$ cat config.mk
export PLATFORM = sky130hd
export DESIGN_NAME = td4_clock_gen
export DESIGN_NICKNAME = d
export VERILOG_FILES = /design/src/rtl/td4_clock_gen.sv
export SDC_FILE = /design/constraint.sdc
export NUM_CORES = 1
export LEC_CHECK = 0
export ABC_CLOCK_PERIOD_IN_PS = 5300
export CORE_ASPECT_RATIO = 1.4
export CORE_MARGIN = 3
export CORE_UTILIZATION = 50
export CTS_BUF_LIST = sky130_fd_sc_hd__clkbuf_8
export DETAILED_ROUTE_END_ITERATION = 8
export DONT_BUFFER_PORTS = 1
export GPL_TIMING_DRIVEN = 0
export PLACE_DENSITY = 0.7
export SLEW_MARGIN = 5
export SYNTH_ARGS = -nofsm -noshare
export SYNTH_HDL_FRONTEND = slang
export SYNTH_SLANG_ARGS = --single-unit
export TNS_END_PERCENT = 10
$ cat constraint.sdc
create_clock -name clock -period 5.3 [get_ports clock]
set_input_delay 1.06 -clock clock [delete_from_list [all_inputs] [get_ports clock]]
set_output_delay 1.06 -clock clock [all_outputs]
set_load 0.02 [all_outputs]
$ cat src/rtl/td4_clock_gen.sv
// td4_clock_gen
//   Derives the single-cycle clock enable for the TD4 CPU from the fast board
//   clock. Supports 1 Hz, 10 Hz, manual single-step from a push button, and
//   halt. Also keeps an 8-bit wrapping count of issued enables for debug LEDs.
//
// Ports
//   clock     in   board clock, all logic on the rising edge
//   reset     in   asynchronous active-high reset
//   mode      in   [1:0] raw select switches: 00=1 Hz, 01=10 Hz, 10=manual, 11=halt
//   step_btn  in   raw bouncing push button, active-high
//   cpu_ce    out  one-clock-wide enable pulse to the CPU
//   ce_count  out  [7:0] number of cpu_ce pulses issued, modulo 256
//
// States (mode_q)
//   state  | meaning
//   HZ1    | prescaler divides by CLK_FREQ
//   HZ10   | prescaler divides by CLK_FREQ/10
//   MANUAL | one enable per debounced button press
//   HALT   | no enables; entered after reset

module td4_clock_gen #(
    parameter int CLK_FREQ        = 50000000,
    parameter int DEBOUNCE_CYCLES = 1000000
) (
    input  logic       clock,
    input  logic       reset,
    input  logic [1:0] mode,
    input  logic       step_btn,
    output logic       cpu_ce,
    output logic [7:0] ce_count
);

    localparam int PW = $clog2(CLK_FREQ);
    localparam int DW = (DEBOUNCE_CYCLES > 1) ? $clog2(DEBOUNCE_CYCLES) : 1;

    localparam logic [PW-1:0] DIV1_M1  = PW'(CLK_FREQ - 1);
    localparam logic [PW-1:0] DIV10_M1 = PW'(CLK_FREQ / 10 - 1);
    localparam logic [DW-1:0] DB_M1    = DW'(DEBOUNCE_CYCLES - 1);

    // Encoding matches the switch values so the synchronised input maps directly.
    typedef enum logic [1:0] {
        HZ1    = 2'b00,
        HZ10   = 2'b01,
        MANUAL = 2'b10,
        HALT   = 2'b11
    } state_t;

    logic [1:0]    mode_s1;
    logic [1:0]    mode_s;
    state_t        mode_q;
    logic          btn_s1;
    logic          btn_s;
    logic          btn_db;
    logic          btn_db_d;
    logic [DW-1:0] db_cnt;
    logic [PW-1:0] prescaler;

    logic [PW-1:0] div_m1;
    logic          mode_chg;
    logic          ce_next;

    always_comb begin
        div_m1   = (mode_q == HZ10) ? DIV10_M1 : DIV1_M1;
        mode_chg = (state_t'(mode_s) != mode_q);
        ce_next  = 1'b0;
        // A mode change suppresses the enable for that cycle, whatever the old mode.
        if (!mode_chg) begin
            case (mode_q)
                HZ1, HZ10: ce_next = (prescaler == div_m1);
                // btn_db_d lags btn_db by one cycle, so this is a debounced rising edge.
                // Entering MANUAL with the button already held sees btn_db_d=1: no pulse.
                MANUAL:    ce_next = btn_db & ~btn_db_d;
                default:   ce_next = 1'b0;
            endcase
        end
    end

    always_ff @(posedge clock or posedge reset) begin
        if (reset) begin
            mode_s1   <= 2'b11;
            mode_s    <= 2'b11;
            mode_q    <= HALT;
            btn_s1    <= 1'b0;
            btn_s     <= 1'b0;
            btn_db    <= 1'b0;
            btn_db_d  <= 1'b0;
            db_cnt    <= '0;
            prescaler <= '0;
            cpu_ce    <= 1'b0;
            ce_count  <= 8'd0;
        end else begin
            mode_s1  <= mode;
            mode_s   <= mode_s1;
            mode_q   <= state_t'(mode_s);
            btn_s1   <= step_btn;
            btn_s    <= btn_s1;
            btn_db_d <= btn_db;

            // Any sample that agrees with the accepted level restarts the count,
            // so only an unbroken run of DEBOUNCE_CYCLES differing samples is taken.
            if (btn_s == btn_db) begin
                db_cnt <= '0;
            end else if (db_cnt == DB_M1) begin
                btn_db <= btn_s;
                db_cnt <= '0;
            end else begin
                db_cnt <= db_cnt + 1'b1;
            end

            // Clearing on entry makes the first pulse land exactly DIV cycles later.
            if (mode_chg || mode_q == MANUAL || mode_q == HALT) begin
                prescaler <= '0;
            end else if (prescaler == div_m1) begin
                prescaler <= '0;
            end else begin
                prescaler <= prescaler + 1'b1;
            end

            cpu_ce <= ce_next;
            if (ce_next) begin
                ce_count <= ce_count + 8'd1;
            end
        end
    end

endmodule

==> summary.md <==
| Metric | Value |
|---|---|
| Die X | 72.9 µm |
| Area share of the largest cell type after synthesis | 47.1% |
| Most frequent cells after synthesis | dfrtp_1, nor2_1, nand3_1 |
| Cell Area, Synth | 3130 µm² |
| CTS buffer count | 9 |
| Final Cycle Share | 47.8% |
| Worst-Skew Late Latency | 0.35 ns |
| Initial drt markers | 153 |
| CP endpoint kind | register |
| First-pass GRT wire length | 10700 µm |
| NumNets Final | 334 |
| Gp weighted congestion | 0.788 |
| WP data required | 5.59 ns |
| Hold WS | 0.358 ns |
| Met3 Routed Length | 177 µm |
| Worst-margin pin slew | 0.927 ns |
| Hold-fix buffers, CTS | 0 |
| Netlist cell types | 35 |
| Maximum clock frequency | 395 MHz |
| CTS tree | built |
| Utilization after layout | 58.0% |
| Top-count cell post-synth | dfrtp_1 |
| Synth area leader | dfrtp_1 |
| Final setup fails | 0 |
| HP Class | register to register |
| Clock Tree Buf Depth | 2 |
| RSZ-0062 raised after global routing | no |
| Max-cap violations | 0 |
| FF+latch count, synth | 65 |
| Vias per cell | 5.80 |
| GRT Total Usage | 18.7% |
| Slowest cell delay on critical path | 0.52 ns |
| Cells after synthesis | 315 |
| Initial Util | 52.7% |
| Io pins | 14 |
| Ys async rst share | 100% |
| Total negative slack | 0 ns |
| Vias post-DR | 2326 |
| Top Metal Used | met4 |
| Die height | 99.7 µm |
| Leading post-synthesis cells by cell area | dfrtp_1, xnor2_1, nor2_1 |
| CP arrival | 2.83 ns |
| Worst-path fanout max | 10 |
| Post-route ant nets | 0 |
| Met2 routed WL | 3070 µm |
| Minimum clock period after layout | 2.53 ns |
| Worst rel slew slack | 37.3% |
| Fillcell total | 522 |
| Vias in the first global route | 2359 |
| Pins Over Slew Limit | 0 |
| Grt ovf | 0 |
| Status | completed |
| # H-tree levels | 3 |
| Static leakage | 1.42 nW |
| Synth warnings | 0 |
| Avg Cell Area, Syn | 9.95 µm² |
| Root Buffer | clkbuf_8 |
| Final wirelength | 5980 µm |
| Area Overhead vs Synth | 10.1% |
| Layout cell share with drive strength beyond 1 | 8.16% |
| Port Buf Inserts | 0 |
| Crit Path Class | register to register |
| Synthesized Nets | 323 |
| DR DRC count | 0 |
| Cell row count | 33 |
| Postcts setup bufs | 0 |
| Core area | 5950 µm² |
| Wire per inst | 14.9 µm |
| CP delay by family, top | simple AND/OR/NAND/NOR gates |
| CTS sink count | 65 |
| Sequential cell area fraction in the yosys report | 52.1% |
| Setup crit start kind | register |
| # resized after CTS | 0 |
| Clock Pin Slew Worst Setup and Hold Paths | 0.08 ns |
| Largest net degree at the start of global routing | 66 |
| CP cell instances | or4b_1 -> or4_1 -> a221o_1 -> buf_2 -> or3_1 -> nand3_1 |
| Total power | 1.01 mW |
| Die ar. | 7270 µm² |
| Endpoints failing hold | 0 |
| Worst Path Buf+Inv | 1 |
| DP Wirelength | 3960 µm |
| Worst vdd ir | 265 µV |
| CP max stage cell | or4b_1 |
| Antenna violations before repair | 0 |
| WL met1 | 2660 µm |
| Multi-input gate area | 1440 µm² |
| Power per Cell Area | 292 nW/µm² |
| Most common flop cell mapped by yosys | dfrtp_1 |
| DR pass1 iterations | 4 |
| ANT cells | 0 |
| Setup skew after layout | 0.0130 ns |
| Count of flip-flops with a built-in enable after synthesis | 0 |
| FF/Latch Area | 1630 µm² |
## placed cells by master (no fill, tap or decap), drive strengths merged, types with 4 or more instances in the layout
cell,count
and2,5
nor4,4
dfrtp,59
inv,10
xnor2,24
nor3,15
nand4,15
xor2,21
and3,10
and4,6
nand3,26
nand2,18
dfstp,6
clkbuf,13
or3,7
o21ai,7
or4,6
nor2,50
## where the power goes
group | internal, mW | switching [mW]
clock network | 0.269 | 0.207
logic | 0.00484 | 0.0192
registers | 0.503 | 0.00439
total | 0.776 | 0.231
## layout make-up
class	count	share of cell area, %
tap	70	2.54
sequential	65	47.4
clock buffer	9	3.59
multi-input combinational	235	41.7
clock inverter	7	2.94
inverter	8	0.943
buffer	7	0.871
## cells by family (layout without fill, tap and decap cells)
kind of cell	Yosys count	count (layout)	share of synthesized area, %
buffers and inverters	15	31	1.92
adders and majority gates	3	3	1.20
and+or+nand+nor	174	174	29.3
DFF	65	65	52.1
xor gates and xnor gates	45	45	12.6
muxes	3	3	0.998
AOI/OAI and AO/OA	10	10	1.88
## through the flow
step / std cells / setup slack (ns) / cell area, µm²
finish: 401 / 2.77 / 3450
global route: 401 / 2.61 / 3450
CTS: 401 / 2.76 / 3450
detailed placement: 385 / 2.78 / 3220
global placement: 385 / 1.96 / 3220
floorplan: 315 / 2.62 / 3130
## final timing paths
check,endpoint,start,slack [ns],depth (start not counted)
worst max-delay path,ce_count[1]$_DFFE_PP0P_,prescaler[15]$_DFF_PP0_,2.77,6
worst min-delay path,mode_s[1]$_DFF_PP1_,mode_s1[1]$_DFF_PP1_,0.36,0
worst max register to register,ce_count[1]$_DFFE_PP0P_,prescaler[15]$_DFF_PP0_,2.77,6
worst min register to register,mode_s[1]$_DFF_PP1_,mode_s1[1]$_DFF_PP1_,0.36,0
max in group asynchronous,prescaler[24]$_DFF_PP0_,reset,4.06,1
min in group asynchronous,btn_s1$_DFF_PP0_,reset,0.72,1
## per-layer routing
metal  global-route usage [%]  up-vias
li1                         -     1130
met1                     23.4     1164
met5                        0        -
met3                     5.76        6
met4                     6.39        0
met2                     30.4       26
## registers in the layout, indices dropped and copies added (netlist names)
register   count
ce_count       8
db_cnt        20
prescaler     26
btn_db         1
mode_q         2
btn_s1         1
mode_s1        2
btn_db_d       1
mode_s         2
cpu_ce         1
btn_s          1
No activity file was read; power rests on OpenSTA's default activity.
==> RTL edit, RTL diff (same flow settings) <==
Remove the register `cpu_ce`: a continuous assignment takes its place, so the output `cpu_ce` follows one clock earlier.
--- a/src/rtl/td4_clock_gen.sv
+++ b/src/rtl/td4_clock_gen.sv
@@ -86,7 +86,6 @@
             btn_db_d  <= 1'b0;
             db_cnt    <= '0;
             prescaler <= '0;
-            cpu_ce    <= 1'b0;
             ce_count  <= 8'd0;
         end else begin
             mode_s1  <= mode;
@@ -116,12 +115,13 @@
                 prescaler <= prescaler + 1'b1;
             end
 
-            cpu_ce <= ce_next;
             if (ce_next) begin
                 ce_count <= ce_count + 8'd1;
             end
         end
     end
 
+    assign cpu_ce = ce_next;
+
 endmodule
 
Function: same outputs for any inputs over 10 cycles, from zero or initial values and one cycle with reset high; that may be too few to reach the edited logic, so the function may still have changed.
==> RTL edit against the original RTL <==
  * Fmax is 32% lower
  * Final area is 0.76% lower
  * Cell count unchanged
  * Setup slack worse by 1.2 ns
  * Routed wire length is 3.5% lower
  * Total power decreased by 5.0%
  * Critical path depth decreased by 2
  * Synthesized area fell by 0.80%
  * Sequential cell count shrank 1
  * Critical path type is now flip-flop to output port
==> RTL edit: results (changes against the original RTL) <==
stage;metric;value;unit;change
logic_synthesis;dominant register cell in the synthesized netlist;dfrtp_1;;
logic_synthesis;multiplexer share of the synthesized area;1.01;%;+0.0080 points
drt;final WL;5.77;mm;-3.5%
logic_synthesis;area share of xor/xnor cells in the synthesized design;12.7;%;+0.10 points
logic_synthesis;compound-cell area share of the yosys netlist;1.89;%;+0.015 points
placed_design;hpwl dp;3.90;mm;-1.5%
clocking;Num CTS Buffers;9;;unchanged
placed_design;worst-case setup slack after placement;1.97;ns;-0.810 ns
global_route;Global Route Usage Sum;18.4;%;-0.31 points
worst_setup_path;family of cells with the greatest summed delay on the critical path;compound AO/OA/AOI/OAI gates;;
placed_design;placer congestion estimate;0.787;;-0.16%
status;status;completed;;
global_route;largest net degree at the start of global routing;36;;-45%
worst_setup_path;arrival time of data at the critical path endpoint;2.64;ns;-0.19 ns
logic_synthesis;top cells by instance count after synthesis;dfrtp_1 (58), nor2_1 (50), nand3_1 (26), xnor2_1 (24), xor2_1 (21);;
power_and_ir_drop;leakage power figure;0.00141;uW;-0.70%
drt;sum of routed wire segments on met1;2.65;mm;-0.26%
placed_design;placement-stage cell area;0.00322;mm2;-0.23%
drt;drt first-iter violations;176;;+15%
drt;detail-routed via count per cell;5.61;;-3.3%
global_route;number of global-route vias before repair;2241;;-5.0%
drt;wire length on met2;2.83;mm;-8.0%
placed_design;total of buffers placed on input and output ports;0;;unchanged
logic_synthesis;part of the Yosys area used for sequential elements;51.8;%;-0.39 points
logic_synthesis;Synth area leaders;dfrtp_1 (47%), xnor2_1 (6.8%), nor2_1 (6.0%);;
worst_setup_path;CP max FO;7;;-3
drt;routed wl met3;170;um;-4.0%
sta;worst-case headroom to the max-slew limit;30.1;%;-7.2 points
clocking;master cell of the clock root buffer;clkbuf_8;;
power_and_ir_drop;maximum resistive drop on vdd;0.000188;V;-29%
cells_and_area;layout cell share with drive strength beyond 1;8.46;%;+0.30 points
logic_synthesis;synthesized netlist net count;322;;-0.31%
[RTL edit: worst paths after layout]
| kind | to | depth (start not counted) | start | slack (ns) |
|---|---|---|---|---|
| max | cpu_ce | 4 | prescaler[15] | 1.60 |
| min | btn_s | 0 | btn_s1 | 0.34 |
| max reg2reg | ce_count[0] | 5 | prescaler[15] | 2.72 |
| min reg2reg | btn_s | 0 | btn_s1 | 0.34 |
| max in group asynchronous | mode_q[1] | 2 | reset | 3.90 |
| min in group asynchronous | ce_count[1] | 1 | reset | 0.73 |
[RTL edit: metrics by stage]
stage               cells  power [uW]
floorplan             314         527
global placement      384         534
detailed placement    385         536
CTS                   401         967
global route          401         987
finish                401         957
[RTL edit: layout make-up]
cell class | instances | area, um2
fillers | 518 | 2520
well taps | 70 | 87.6
repair buffers | 1 | 20.0
clock inverters | 5 | 55.1
clock buffers | 11 | 151
inverters | 8 | 30.0
flip-flops and latches | 64 | 1610
multi-input cells | 235 | 1440
plain buffers | 7 | 30.0
[RTL edit: report_power, final]
group | internal [uW] | total [uW] | switching [uW] | leakage (uW)
registers | 496 | 500 | 4.40 | 0.000866
logic | 6.25 | 25.5 | 19.2 | 0.000438
clock network | 241 | 431 | 190 | 0.000101
total | 743 | 957 | 214 | 0.00141
[RTL edit: cells by family after synthesis]
family	count (synthesis)
AO/OA/AOI/OAI	10
XOR/XNOR	45
adder cells (fa/ha/maj)	3
buffers and inverters	15
flip-flops	64
multiplexers	3
AND/OR/NAND/NOR	174
[RTL edit: routing by layer]
| layer | vias up | track usage, % |
|---|---|---|
| li1 | 1126 | - |
| met1 | 1072 | 24.5 |
| met2 | 41 | 28.1 |
| met3 | 10 | 3.44 |
| met4 | 0 | 9.94 |
| met5 | - | 0 |
